<file path="src/rtl/mau_pkg.sv">
// Shared length codes, FSM state type and helpers for the memory access unit.
package mau_pkg;

   localparam int unsigned DATA_W = 32;
   localparam int unsigned ADDR_W = 32;

   localparam logic [1:0] LEN_X = 2'b00;
   localparam logic [1:0] LEN_B = 2'b01;
   localparam logic [1:0] LEN_H = 2'b10;
   localparam logic [1:0] LEN_W = 2'b11;

   typedef enum logic [1:0] {
      ST_IDLE,
      ST_ACCESS,
      ST_SPLIT,
      ST_RESP
   } mau_state_t;

   function automatic logic [2:0] len_bytes(input logic [1:0] len);
      case (len)
         LEN_B:   len_bytes = 3'd1;
         LEN_H:   len_bytes = 3'd2;
         LEN_W:   len_bytes = 3'd4;
         default: len_bytes = 3'd0;
      endcase
   endfunction

endpackage

</file>
<file path="src/rtl/mau_extend.sv">
// Sign/zero extension of the low byte or half of a load result; words pass through.
module mau_extend
   import mau_pkg::*;
(
   input  logic [DATA_W-1:0] data_i,
   input  logic [1:0]        len_i,
   input  logic              sign_i,
   output logic [DATA_W-1:0] ext_c
);

   always_comb begin
      ext_c = data_i;
      case (len_i)
         LEN_B:   ext_c = {{24{sign_i & data_i[7]}}, data_i[7:0]};
         LEN_H:   ext_c = {{16{sign_i & data_i[15]}}, data_i[15:0]};
         default: ext_c = data_i;
      endcase
   end

endmodule

</file>
<file path="src/rtl/mem_access_unit.sv">
// Load/store sequencer: one request per handshake, splits misaligned accesses
// into big-endian byte cycles, extends load data and returns one response.
module mem_access_unit
   import mau_pkg::*;
#(
   parameter bit                ALLOW_MISALIGN = 1'b1,
   parameter logic [ADDR_W-1:0] MEM_ADDR_LIMIT = 32'h0000_FFFF
) (
   input  logic              clk,
   input  logic              rst_n,
   input  logic              req_valid,
   output logic              req_ready,
   input  logic              req_wr,
   input  logic [1:0]        req_len,
   input  logic              req_sign,
   input  logic [ADDR_W-1:0] req_addr,
   input  logic [DATA_W-1:0] req_wdata,
   output logic              rsp_valid,
   input  logic              rsp_ready,
   output logic [DATA_W-1:0] rsp_rdata,
   output logic              rsp_err,
   output logic              mem_en,
   output logic              mem_wr,
   output logic [ADDR_W-1:0] mem_addr,
   output logic [1:0]        mem_len,
   output logic              mem_sign,
   output logic [DATA_W-1:0] mem_wdata,
   input  logic [DATA_W-1:0] mem_rdata
);

   mau_state_t        state_q, state_d;
   logic              wr_q, wr_d, sign_q, sign_d;
   logic [1:0]        len_q, len_d, cnt_q, cnt_d;
   logic [ADDR_W-1:0] addr_q, addr_d;
   logic [DATA_W-1:0] wdata_q, wdata_d, rdata_q, rdata_d;
   logic [23:0]       acc_q, acc_d;
   logic              err_q, err_d, rsp_valid_q, rsp_valid_d;
   logic              mem_en_q, mem_en_d, mem_wr_q, mem_wr_d;
   logic [ADDR_W-1:0] mem_addr_q, mem_addr_d;
   logic [1:0]        mem_len_q, mem_len_d;
   logic [DATA_W-1:0] mem_wdata_q, mem_wdata_d;

   logic              accept_c, req_mis_c, req_bad_c, last_c;
   logic [2:0]        req_n_c;
   logic [ADDR_W:0]   req_end_c;
   logic [DATA_W-1:0] acc_shift_c, ext_in_c, ext_c;

   // Byte idx of a right-justified word, returned right-justified.
   function automatic logic [DATA_W-1:0] sel_byte(input logic [DATA_W-1:0] w,
                                                  input logic [1:0] idx);
      logic [DATA_W-1:0] sh;
      sh = w >> {idx, 3'b000};
      return {24'h0, sh[7:0]};
   endfunction

   assign req_ready = rst_n && ((state_q == ST_IDLE) || (state_q == ST_RESP && rsp_ready));
   assign accept_c  = req_valid && req_ready;

   // End address at 33 bits so a carry out lands above the limit.
   assign req_n_c   = len_bytes(req_len);
   assign req_end_c = {1'b0, req_addr} + 33'(req_n_c) - 33'd1;
   assign req_mis_c = (req_len == LEN_H && req_addr[0]) ||
                      (req_len == LEN_W && req_addr[1:0] != 2'b00);
   assign req_bad_c = (req_len == LEN_X) || (req_end_c > {1'b0, MEM_ADDR_LIMIT}) ||
                      (req_mis_c && !ALLOW_MISALIGN);

   assign last_c      = (cnt_q == 2'(len_bytes(len_q) - 3'd1));
   assign acc_shift_c = {acc_q, mem_rdata[7:0]};
   assign ext_in_c    = (state_q == ST_SPLIT) ? acc_shift_c : mem_rdata;

   mau_extend u_extend (
      .data_i (ext_in_c),
      .len_i  (len_q),
      .sign_i (sign_q),
      .ext_c  (ext_c)
   );

   // Next state; memory strobes are built for the cycle being entered.
   always_comb begin
      state_d     = state_q;
      wr_d        = wr_q;
      len_d       = len_q;
      sign_d      = sign_q;
      addr_d      = addr_q;
      wdata_d     = wdata_q;
      cnt_d       = cnt_q;
      acc_d       = acc_q;
      rdata_d     = rdata_q;
      err_d       = err_q;
      rsp_valid_d = rsp_valid_q;
      mem_en_d    = 1'b0;
      mem_wr_d    = 1'b0;
      mem_addr_d  = '0;
      mem_len_d   = LEN_X;
      mem_wdata_d = '0;

      case (state_q)
         ST_ACCESS: begin
            state_d     = ST_RESP;
            rsp_valid_d = 1'b1;
            err_d       = 1'b0;
            rdata_d     = wr_q ? '0 : ext_c;
         end
         ST_SPLIT: begin
            acc_d = acc_shift_c[23:0];
            if (last_c) begin
               state_d     = ST_RESP;
               rsp_valid_d = 1'b1;
               err_d       = 1'b0;
               rdata_d     = wr_q ? '0 : ext_c;
            end else begin
               cnt_d       = cnt_q + 2'd1;
               mem_en_d    = 1'b1;
               mem_wr_d    = wr_q;
               mem_len_d   = LEN_B;
               mem_addr_d  = addr_q + 32'(cnt_q) + 32'd1;
               mem_wdata_d = sel_byte(wdata_q, 2'(len_bytes(len_q) - 3'(cnt_q) - 3'd2));
            end
         end
         ST_RESP: begin
            if (rsp_ready) begin
               state_d     = ST_IDLE;
               rsp_valid_d = 1'b0;
               err_d       = 1'b0;
               rdata_d     = '0;
            end
         end
         default: ;
      endcase

      if (accept_c) begin
         wr_d        = req_wr;
         len_d       = req_len;
         sign_d      = req_sign;
         addr_d      = req_addr;
         wdata_d     = req_wdata;
         cnt_d       = 2'd0;
         acc_d       = '0;
         rsp_valid_d = 1'b0;
         err_d       = 1'b0;
         rdata_d     = '0;
         if (req_bad_c) begin
            state_d     = ST_RESP;
            rsp_valid_d = 1'b1;
            err_d       = 1'b1;
         end else if (req_mis_c) begin
            state_d     = ST_SPLIT;
            mem_en_d    = 1'b1;
            mem_wr_d    = req_wr;
            mem_len_d   = LEN_B;
            mem_addr_d  = req_addr;
            mem_wdata_d = sel_byte(req_wdata, 2'(req_n_c - 3'd1));
         end else begin
            state_d     = ST_ACCESS;
            mem_en_d    = 1'b1;
            mem_wr_d    = req_wr;
            mem_len_d   = req_len;
            mem_addr_d  = req_addr;
            mem_wdata_d = req_wdata;
         end
      end
   end

   always_ff @(posedge clk or negedge rst_n) begin
      if (!rst_n) begin
         state_q     <= ST_IDLE;
         wr_q        <= 1'b0;
         len_q       <= LEN_X;
         sign_q      <= 1'b0;
         addr_q      <= '0;
         wdata_q     <= '0;
         cnt_q       <= 2'd0;
         acc_q       <= '0;
         rdata_q     <= '0;
         err_q       <= 1'b0;
         rsp_valid_q <= 1'b0;
         mem_en_q    <= 1'b0;
         mem_wr_q    <= 1'b0;
         mem_addr_q  <= '0;
         mem_len_q   <= LEN_X;
         mem_wdata_q <= '0;
      end else begin
         state_q     <= state_d;
         wr_q        <= wr_d;
         len_q       <= len_d;
         sign_q      <= sign_d;
         addr_q      <= addr_d;
         wdata_q     <= wdata_d;
         cnt_q       <= cnt_d;
         acc_q       <= acc_d;
         rdata_q     <= rdata_d;
         err_q       <= err_d;
         rsp_valid_q <= rsp_valid_d;
         mem_en_q    <= mem_en_d;
         mem_wr_q    <= mem_wr_d;
         mem_addr_q  <= mem_addr_d;
         mem_len_q   <= mem_len_d;
         mem_wdata_q <= mem_wdata_d;
      end
   end

   assign rsp_valid = rsp_valid_q;
   assign rsp_rdata = rdata_q;
   assign rsp_err   = err_q;
   assign mem_en    = mem_en_q;
   assign mem_wr    = mem_wr_q;
   assign mem_addr  = mem_addr_q;
   assign mem_len   = mem_len_q;
   assign mem_sign  = 1'b0;
   assign mem_wdata = mem_wdata_q;

endmodule

</file>
<file path="config.mk">
export PLATFORM = sky130hd
export DESIGN_NAME = mem_access_unit
export DESIGN_NICKNAME = d
export VERILOG_FILES = /design/src/rtl/mau_pkg.sv /design/src/rtl/mau_extend.sv /design/src/rtl/mem_access_unit.sv
export SDC_FILE = /design/constraint.sdc
export NUM_CORES = 1
export LEC_CHECK = 0
export CORE_AREA = 2 2 184 186
export DETAILED_ROUTE_END_ITERATION = 8
export DIE_AREA = 0 0 186 188
export PLACE_DENSITY = 0.63
export SYNTH_ARGS = -nofsm -noshare
export SYNTH_HDL_FRONTEND = slang
export SYNTH_SLANG_ARGS = --single-unit
</file>
<file path="constraint.sdc">
create_clock -name clk -period 5.2 [get_ports clk]
set_input_delay 1.04 -clock clk [delete_from_list [all_inputs] [get_ports clk]]
set_output_delay 1.04 -clock clk [all_outputs]
set_load 0.03 [all_outputs]
</file>
## Word level (Yosys, flattened, before mapping)

Index checks and enable logic that the tools add are counted.

- Register bits after elaboration: 198
- Bits of input ports: 104
- Output and inout bits: 104
- Logic and storage cells: 110

- $add $sub $neg: 9
- Order comparisons: 1
- Equal/unequal tests: 13
- Shifts and indexed selects: 2
- Mux-type cells: 52
- Bitwise logic cells: 2
- Reduce and logical (&&, ||, !) cells: 15

Operators by type and width:

| operator | number |
|---|---|
| $mux 32 | 12 |
| $pmux 32 s3 | 1 |
| $pmux 32 s2 | 1 |
| $shr 32x5->8 | 2 |
| $mux 24 | 2 |
| $add 32x3->33 | 1 |
| $gt 33x16->1 const B | 1 |
| $sub 33x1->33 const B | 1 |
| $add 32x1->32 const B | 1 |
| $add 32x2->32 | 1 |
| $mux 2 | 13 |
| $mux 1 | 16 |
| $mux 8 | 2 |
| $eq 2x2->1 const B | 6 |
| $pmux 2 s3 | 2 |
| $pmux 3 s3 | 1 |
| $eq 2x1->1 const B | 3 |
| $ne 3x3->1 const B | 2 |
| $pmux 1 s3 | 2 |
| $logic_and 1x1->1 | 5 |
| $logic_not 2->1 | 2 |
| $reduce_bool 2->1 | 2 |
| $reduce_bool 4->1 | 1 |
| $sub 2x1->2 const B | 2 |
| 9 further kinds | 12 |

## Depth between registers and ports, before layout

- Depth in word-level cells: 13
- Depth in mapped cells: 19
- Gate-level depth less buffers: 16

## Cells and area by module

Synthesis repeated with hierarchy kept, for this count alone.

- Cells, all modules: 1214
- Area, all modules: 11192.0 sq um

Modules (own cells, without submodules):

| module | instances | cells each | area an instance (sq um) |
|---|---|---|---|
| mem_access_unit | 1 | 1152 | 10811.6 |
| mau_extend | 1 | 62 | 380.4 |

## Worst setup path after synthesis

No wires, ideal clock.

- Path kind: input port to flip-flop
- Start point: input port req_len[1]
- End point: register mem_addr_q[17], in the netlist mem_addr[17]
- Setup time: 0.125 ns
- Data arrival time: 4.901 ns
- Path slack: 0.174 ns
- Stages on the path: 19
- Path buffers: 3
- Path through: inv_1 ha_1 clkbuf_1 inv_1 ha_1 inv_1 ha_1 fa_1 a211oi_1 o211a_1 o21ba_2 nor2_1 a2111o_1 or4_1 a2111o_1 nor3_2 buf_6 buf_12 mux2_4

- Word-level cells in the longest chain between the ends: 8

Ends and longest elaborated chain:

| element | RTL line | source |
|---|---|---|
| start: declaration | mem_access_unit.sv:14 | `input logic [1:0] req_len,` |
| $eq 2x2->1 / $eq 2x1->1 (equally long branches) | mau_pkg.sv:20 | `case (len)` |
| $pmux 3 s3 | mau_pkg.sv:20 |  |
| $add 32x3->33 | mem_access_unit.sv:61 | `assign req_end_c = {1'b0, req_addr} + 33'(req_n_c) - 33'd1;` |
| $sub 33x1->33 | mem_access_unit.sv:61 |  |
| $gt 33x16->1 | mem_access_unit.sv:64 | `assign req_bad_c = (req_len == LEN_X) \|\| (req_end_c > {1'b0, MEM_ADDR_LIMIT}) \|\|` |
| $logic_or 1x1->1 (*) | mem_access_unit.sv:64 |  |
| $mux 32 (*) | mem_access_unit.sv:142 | `if (req_bad_c) begin` |
| $mux 32 (*) | mem_access_unit.sv:131 | `if (accept_c) begin` |
| net mem_addr_d[17] | mem_access_unit.sv:39 | `logic [ADDR_W-1:0] mem_addr_q, mem_addr_d;` |
| end signal: assignment | mem_access_unit.sv:196 | `mem_addr_q <= mem_addr_d;` |
| end: declaration | mem_access_unit.sv:39 |  |

The timed path passes the listed nets; every way through them passes the cells marked *.
A chain may end at the register's enable or synchronous reset.

## Worst setup path after layout

- Start point: input port req_addr[2]
- End point: register mem_addr_q[25], in the netlist mem_addr[25]

- Word-level cells in the longest chain between the ends: 6

Ends and longest elaborated chain:

| element | RTL line | source |
|---|---|---|
| start: declaration | mem_access_unit.sv:16 | `input logic [ADDR_W-1:0] req_addr,` |
| $add 32x3->33 | mem_access_unit.sv:61 |  |
| $sub 33x1->33 | mem_access_unit.sv:61 |  |
| $gt 33x16->1 | mem_access_unit.sv:64 |  |
| $logic_or 1x1->1 | mem_access_unit.sv:64 |  |
| $mux 32 | mem_access_unit.sv:142 |  |
| $mux 32 | mem_access_unit.sv:131 |  |
| net mem_addr_d[25] | mem_access_unit.sv:39 |  |

The timed path passes the listed nets, and every way through them passes these cells.

==> flow_summary.html <==
<table>
<tr><th>Metric</th><th>Value</th></tr>
<tr><th colspan="2">Critical path</th></tr>
<tr><td>Arrival time of the worst setup path</td><td>~5300 ps</td></tr>
<tr><td>Worst-path fanout max</td><td>4</td></tr>
<tr><td>Buffers plus inverters on the worst setup path</td><td>6</td></tr>
<tr><td>R2R Setup Slk</td><td>1850 ps</td></tr>
<tr><td>Crit-path cells</td><td>clkdlybuf4s50_1 &gt; inv_1 &gt; ha_1 &gt; inv_1 &gt; ha_1 &gt; a211oi_2 &gt; o211ai_1 &gt; and3b_4 &gt; o211a_1 &gt; a2111o_1 &gt; or4_1 &gt; a2111o_1 &gt; nor3_4 &gt; buf_6 &gt; clkbuf_4 &gt; buf_4 &gt; mux2i_1</td></tr>
<tr><td>Required time of the worst setup path</td><td>approximately 5600 ps</td></tr>
<tr><td>Category of the worst setup path capture point</td><td>flop</td></tr>
<tr><td>Cell class contributing the biggest share of worst-path delay</td><td>compound AO/OA/AOI/OAI gates</td></tr>
<tr><td>Crit-path slowest cell</td><td>sky130_fd_sc_hd__or4_1</td></tr>
<tr><td>Slowest Stage Delay on Critical Path</td><td>about 480 ps</td></tr>
<tr><td>Worst R2R End</td><td>mem_addr[28]</td></tr>
<tr><td>Kind of start point of the critical path</td><td>primary input</td></tr>
<tr><td>Reg-to-reg critical path startpoint</td><td>cnt_q[0]</td></tr>
<tr><td>Setup Crit Path Kind</td><td>primary input to flop</td></tr>
<tr><td>Count of cells along the worst register-to-register path</td><td>13</td></tr>
<tr><th colspan="2">Floorplanning</th></tr>
<tr><td>Starting utilization of the core area</td><td>34.37%</td></tr>
<tr><td>Total core area</td><td>around 0.033 mm^2</td></tr>
<tr><td>Number of placement rows</td><td>67</td></tr>
<tr><td>Horiz. Die Dim</td><td>about 190 um</td></tr>
<tr><td>Total die area</td><td>about 0.035 mm^2</td></tr>
<tr><td>Floorplan die height</td><td>between 150 and 200 um</td></tr>
<tr><td>Number of placed I/O pins</td><td>208</td></tr>
<tr><th colspan="2">Timing</th></tr>
<tr><td>Tightest Pin Transition</td><td>roughly 950 ps</td></tr>
<tr><td>Minimum clock period</td><td>~4900 ps</td></tr>
<tr><td>Relative slew margins</td><td>about 37%</td></tr>
<tr><td>Count of final max-slew check failures</td><td>0</td></tr>
<tr><td>Layout Skew</td><td>11.43 ps</td></tr>
<tr><td>Number of failing hold endpoints at the final stage</td><td>0</td></tr>
<tr><td>Final period utilization</td><td>between 90% and 100%</td></tr>
<tr><td>Maximum clock frequency</td><td>202.8 MHz</td></tr>
<tr><td>Setup repair after global routing missed its margin</td><td>no</td></tr>
<tr><td>Final worst hold slack</td><td>between 400 and 500 ps</td></tr>
<tr><td>Setup violation total in the final timing report</td><td>0</td></tr>
<tr><th colspan="2">Clocking</th></tr>
<tr><td>Clock latency reported for the late side of the worst-skew pair</td><td>approximately 450 ps</td></tr>
<tr><td>Max Root-Sink Buffers</td><td>2</td></tr>
<tr><td>Root buf cell</td><td>sky130_fd_sc_hd__clkbuf_16</td></tr>
<tr><td>Number of clock sinks</td><td>a little under 200</td></tr>
<tr><td>Clock slew at the register clock pins of the worst setup and hold paths</td><td>roughly 80 ps</td></tr>
<tr><td>Depth of the CTS H-tree</td><td>4</td></tr>
<tr><td>Total CTS buffers</td><td>17</td></tr>
<tr><td>Clock tree from TritonCTS</td><td>done</td></tr>
<tr><th colspan="2">Routing</th></tr>
<tr><td>Wire per inst</td><td>about 18 um</td></tr>
<tr><td>1st-pass router iterations</td><td>5</td></tr>
<tr><td># DRC</td><td>0</td></tr>
<tr><td>Via count</td><td>9,778</td></tr>
<tr><td>Drt initial violations</td><td>between 400 and 500</td></tr>
<tr><td>Routed vias/inst</td><td>5.106</td></tr>
<tr><td>Antenna-violating nets left</td><td>0</td></tr>
<tr><td>Drt total wl</td><td>around 35 mm</td></tr>
<tr><th colspan="2">Finish</th></tr>
<tr><td>Total inserted antenna cells</td><td>0</td></tr>
<tr><td>Post-layout instance count excluding filler cells</td><td>roughly 1,900</td></tr>
<tr><td>Area growth syn-to-layout</td><td>33.05%</td></tr>
<tr><td>Number of fill cells</td><td>about 3,200</td></tr>
<tr><td>Multi-input logic area</td><td>about 0.0060 mm^2</td></tr>
<tr><td>Most common library cell in the layout ignoring fill and taps</td><td>sky130_fd_sc_hd__nand2_1</td></tr>
<tr><td>Share of layout cells above drive strength 1</td><td>a little under an eighth</td></tr>
<tr><td>Combined flip-flop and latch cell area</td><td>a little under 0.005 mm^2</td></tr>
<tr><td>Most used cells in the layout excluding fill and tap cells</td><td>234 x sky130_fd_sc_hd__nand2_1, 202 x sky130_fd_sc_hd__clkdlybuf4s50_1, 198 x sky130_fd_sc_hd__dfrtp_1, 84 x sky130_fd_sc_hd__buf_4</td></tr>
<tr><td>Number of nets in the finished design</td><td>1,608</td></tr>
<tr><td>Post-route cell area</td><td>around 0.015 mm^2</td></tr>
<tr><th colspan="2">Power and ir drop</th></tr>
<tr><td>Sum of internal, switching and leakage power</td><td>about 7.0 mW</td></tr>
<tr><td>Clock share of power</td><td>roughly a fifth</td></tr>
<tr><td>Part of the power in combinational logic</td><td>around 46%</td></tr>
<tr><td>Sw Ratio</td><td>40.23%</td></tr>
<tr><td>Largest vdd supply drop</td><td>about 0.24 mV</td></tr>
<tr><td>P_sw</td><td>between 2 and 3 mW</td></tr>
<tr><td>Part of the total power dissipated in sequential elements</td><td>34.9%</td></tr>
<tr><td>Internal power component</td><td>4.173 mW</td></tr>
<tr><td>Pwr/cell area</td><td>461.1 mW/mm^2</td></tr>
<tr><td>Leakage</td><td>a little under 7 nW</td></tr>
<tr><th colspan="2">Yosys</th></tr>
<tr><td>Number of unique standard cell types used by synthesis</td><td>73</td></tr>
<tr><td>Synthesized area per cell</td><td>9.483 um^2</td></tr>
<tr><td>Yosys warnings</td><td>0</td></tr>
<tr><td>Gate Count Post-Synth</td><td>around 1,200</td></tr>
<tr><td>Post-Synthesis Net Count</td><td>between 1,000 and 1,500</td></tr>
<tr><td>Area contributors post-synth</td><td>sky130_fd_sc_hd__dfrtp_1 44%, sky130_fd_sc_hd__nand2_1 7.8%, sky130_fd_sc_hd__mux2i_1 6.5%</td></tr>
<tr><td>Area share of the largest cell type after synthesis</td><td>between 40% and 50%</td></tr>
<tr><td>Number of synthesized flops with an enable pin</td><td>0</td></tr>
<tr><td>Netlist area before placement</td><td>0.01138 mm^2</td></tr>
<tr><td>Synth Flop Type</td><td>sky130_fd_sc_hd__dfrtp_1</td></tr>
<tr><td>Top cell type by total area after synthesis</td><td>sky130_fd_sc_hd__dfrtp_1</td></tr>
<tr><td>Post-synthesis sequential element count</td><td>198</td></tr>
<tr><td>Fraction of registers with async set or reset after synthesis</td><td>100.0%</td></tr>
<tr><td>Share of the yosys chip area belonging to registers</td><td>43.54%</td></tr>
<tr><th colspan="2">Worst hold path</th></tr>
<tr><td>Min-Delay Path Class</td><td>flop to flop</td></tr>
<tr><td>WHS Endpoint</td><td>wdata_q[24]</td></tr>
<tr><td>Worst Hold Path Cells</td><td>2</td></tr>
<tr><td>Startpoint of the lowest-slack hold path</td><td>wdata_q[24]</td></tr>
<tr><th colspan="2">Placement</th></tr>
<tr><td>Cell area after placement</td><td>~0.014 mm^2</td></tr>
<tr><td>Post-DP HPWL</td><td>26.25 mm</td></tr>
<tr><td>Placed instance count</td><td>roughly 1,900</td></tr>
<tr><td>Total of buffers placed on input and output ports</td><td>roughly 210</td></tr>
<tr><td>RD Place Congestion</td><td>approximately 0.86</td></tr>
<tr><th colspan="2">GRT</th></tr>
<tr><td>Largest net degree at the start of global routing</td><td>76</td></tr>
<tr><td>Antenna violations before repair</td><td>1</td></tr>
<tr><td>Grt total ovfl</td><td>0</td></tr>
<tr><td>Number of global-route vias before repair</td><td>9,925</td></tr>
<tr><td>Overall Global Routing Usage</td><td>between 20% and 30%</td></tr>
<tr><td>Global-route wire length before repair</td><td>55.33 mm</td></tr>
<tr><th colspan="2">Outcome</th></tr>
<tr><td>Outcome</td><td>finished clean</td></tr>
<tr><th colspan="2">Job</th></tr>
<tr><td>Count of maximum capacitance violations</td><td>0</td></tr>
</table>
==> power by group through the flow <==
stage / logic, mW / clock network, mW / registers, mW
3_3_place_gp: 3.17 / 0 / 2.45
6_report: 3.19 / 1.35 / 2.44
3_5_place_dp: 3.21 / 0 / 2.46
4_1_cts: 3.23 / 1.39 / 2.44
2_1_floorplan: 1.75 / 0 / 2.72
5_1_grt: 3.52 / 1.46 / 2.50
==> tightest hold or removal path, cell delays in order (launching register included) <==
cell and delay [ps]:
sky130_fd_sc_hd__dfrtp_1 340, sky130_fd_sc_hd__nand2_1 50, sky130_fd_sc_hd__nand2_1 50
==> cell families after synthesis <==
group / count (synthesis) / share of synthesized area [%]
buf+inv: 125 / 4.607
xor+xnor: 36 / 2.771
simple gates: 455 / 18.76
other cells: 1 / 0.03295
compound gates: 233 / 13.60
fa+ha+maj: 50 / 5.630
mux: 102 / 11.06
flops: 198 / 43.54
==> cells in the mapped netlist (8+ instances only) <==
master and number:
sky130_fd_sc_hd__clkbuf_1 51, sky130_fd_sc_hd__xnor2_1 18, sky130_fd_sc_hd__nand2_1 235, sky130_fd_sc_hd__mux2i_1 74, sky130_fd_sc_hd__ha_1 48, sky130_fd_sc_hd__nand3_1 29
sky130_fd_sc_hd__nand4_1 11, sky130_fd_sc_hd__nor2_1 69, sky130_fd_sc_hd__a22o_1 35, sky130_fd_sc_hd__inv_1 61, sky130_fd_sc_hd__nor3_1 11, sky130_fd_sc_hd__mux4_2 16
sky130_fd_sc_hd__dfrtp_1 198, sky130_fd_sc_hd__a21oi_1 44, sky130_fd_sc_hd__a211oi_1 8, sky130_fd_sc_hd__or3_1 8, sky130_fd_sc_hd__xor2_1 18, sky130_fd_sc_hd__o21ai_0 76
sky130_fd_sc_hd__nor3b_1 27, sky130_fd_sc_hd__nand2b_1 18
==> sequential cells by signal (all words and copies together) (netlist names), 2 cells and up <==
| signal | flops |
|---|---|
| addr_q | 32 |
| mem_addr | 32 |
| mem_wdata | 32 |
| rsp_rdata | 32 |
| wdata_q | 32 |
| acc_q | 24 |
| cnt_q | 2 |
| len_q | 2 |
| mem_len | 2 |
| state_q | 2 |
==> layout make-up <==
type	instances	area share (%)
clock inverter	13	0.9751
timing repair buffer	299	18.77
clock buffer	19	2.925
tap	448	3.702
sequential	198	32.72
inverter	61	1.512
multi-input combinational	877	39.39
==> layer usage <==
layer  up-vias  wire [um]  global-route usage, %
met3        43       1806                  3.981
li1       4696          -                      -
met2       240      16250                  32.44
met1      4799      15960                  27.85
met4         0        825                  6.602
met5         -          0                      0
==> worst max-delay path by stage <==
stage / startpoint / end / slack [ps] / cells past startpoint
detailed placement: req_len[0] / mem_wdata[7] / -530 / 18
finish: req_addr[2] / mem_addr[25] / 270 / 17
CTS: req_len[0] / mem_wdata[2] / 10 / 19
global placement: req_len[0] / mem_addr[22] / -420 / 18
floorplan: req_len[1] / mem_addr[17] / 170 / 19
global route: req_addr[2] / mem_addr[30] / 110 / 17
==> stage by stage <==
| step | utilization, % | setup TNS, ps | setup WS, ps |
|---|---|---|---|
| 4_1_cts | 45.24 | 0 | 14.80 |
| 2_1_floorplan | - | 0 | 173.7 |
| 5_1_grt | 45.72 | 0 | 106.8 |
| 6_report | 45.72 | 0 | 267.9 |
| 3_3_place_gp | 43.43 | -14730 | -416.2 |
| 3_5_place_dp | 43.43 | -19270 | -534.4 |
==> what timing repair did <==
action | in CTS | in global routing
buffers inserted | 0 | 11
hold buffers | 0 | 0
endpoints found under the setup margin | 16 | 42
cloned | 0 | 1
gates resized for setup | 2 | 13
pin swaps | 1 | 5
Note: power is estimated with default switching activity, not from simulation.
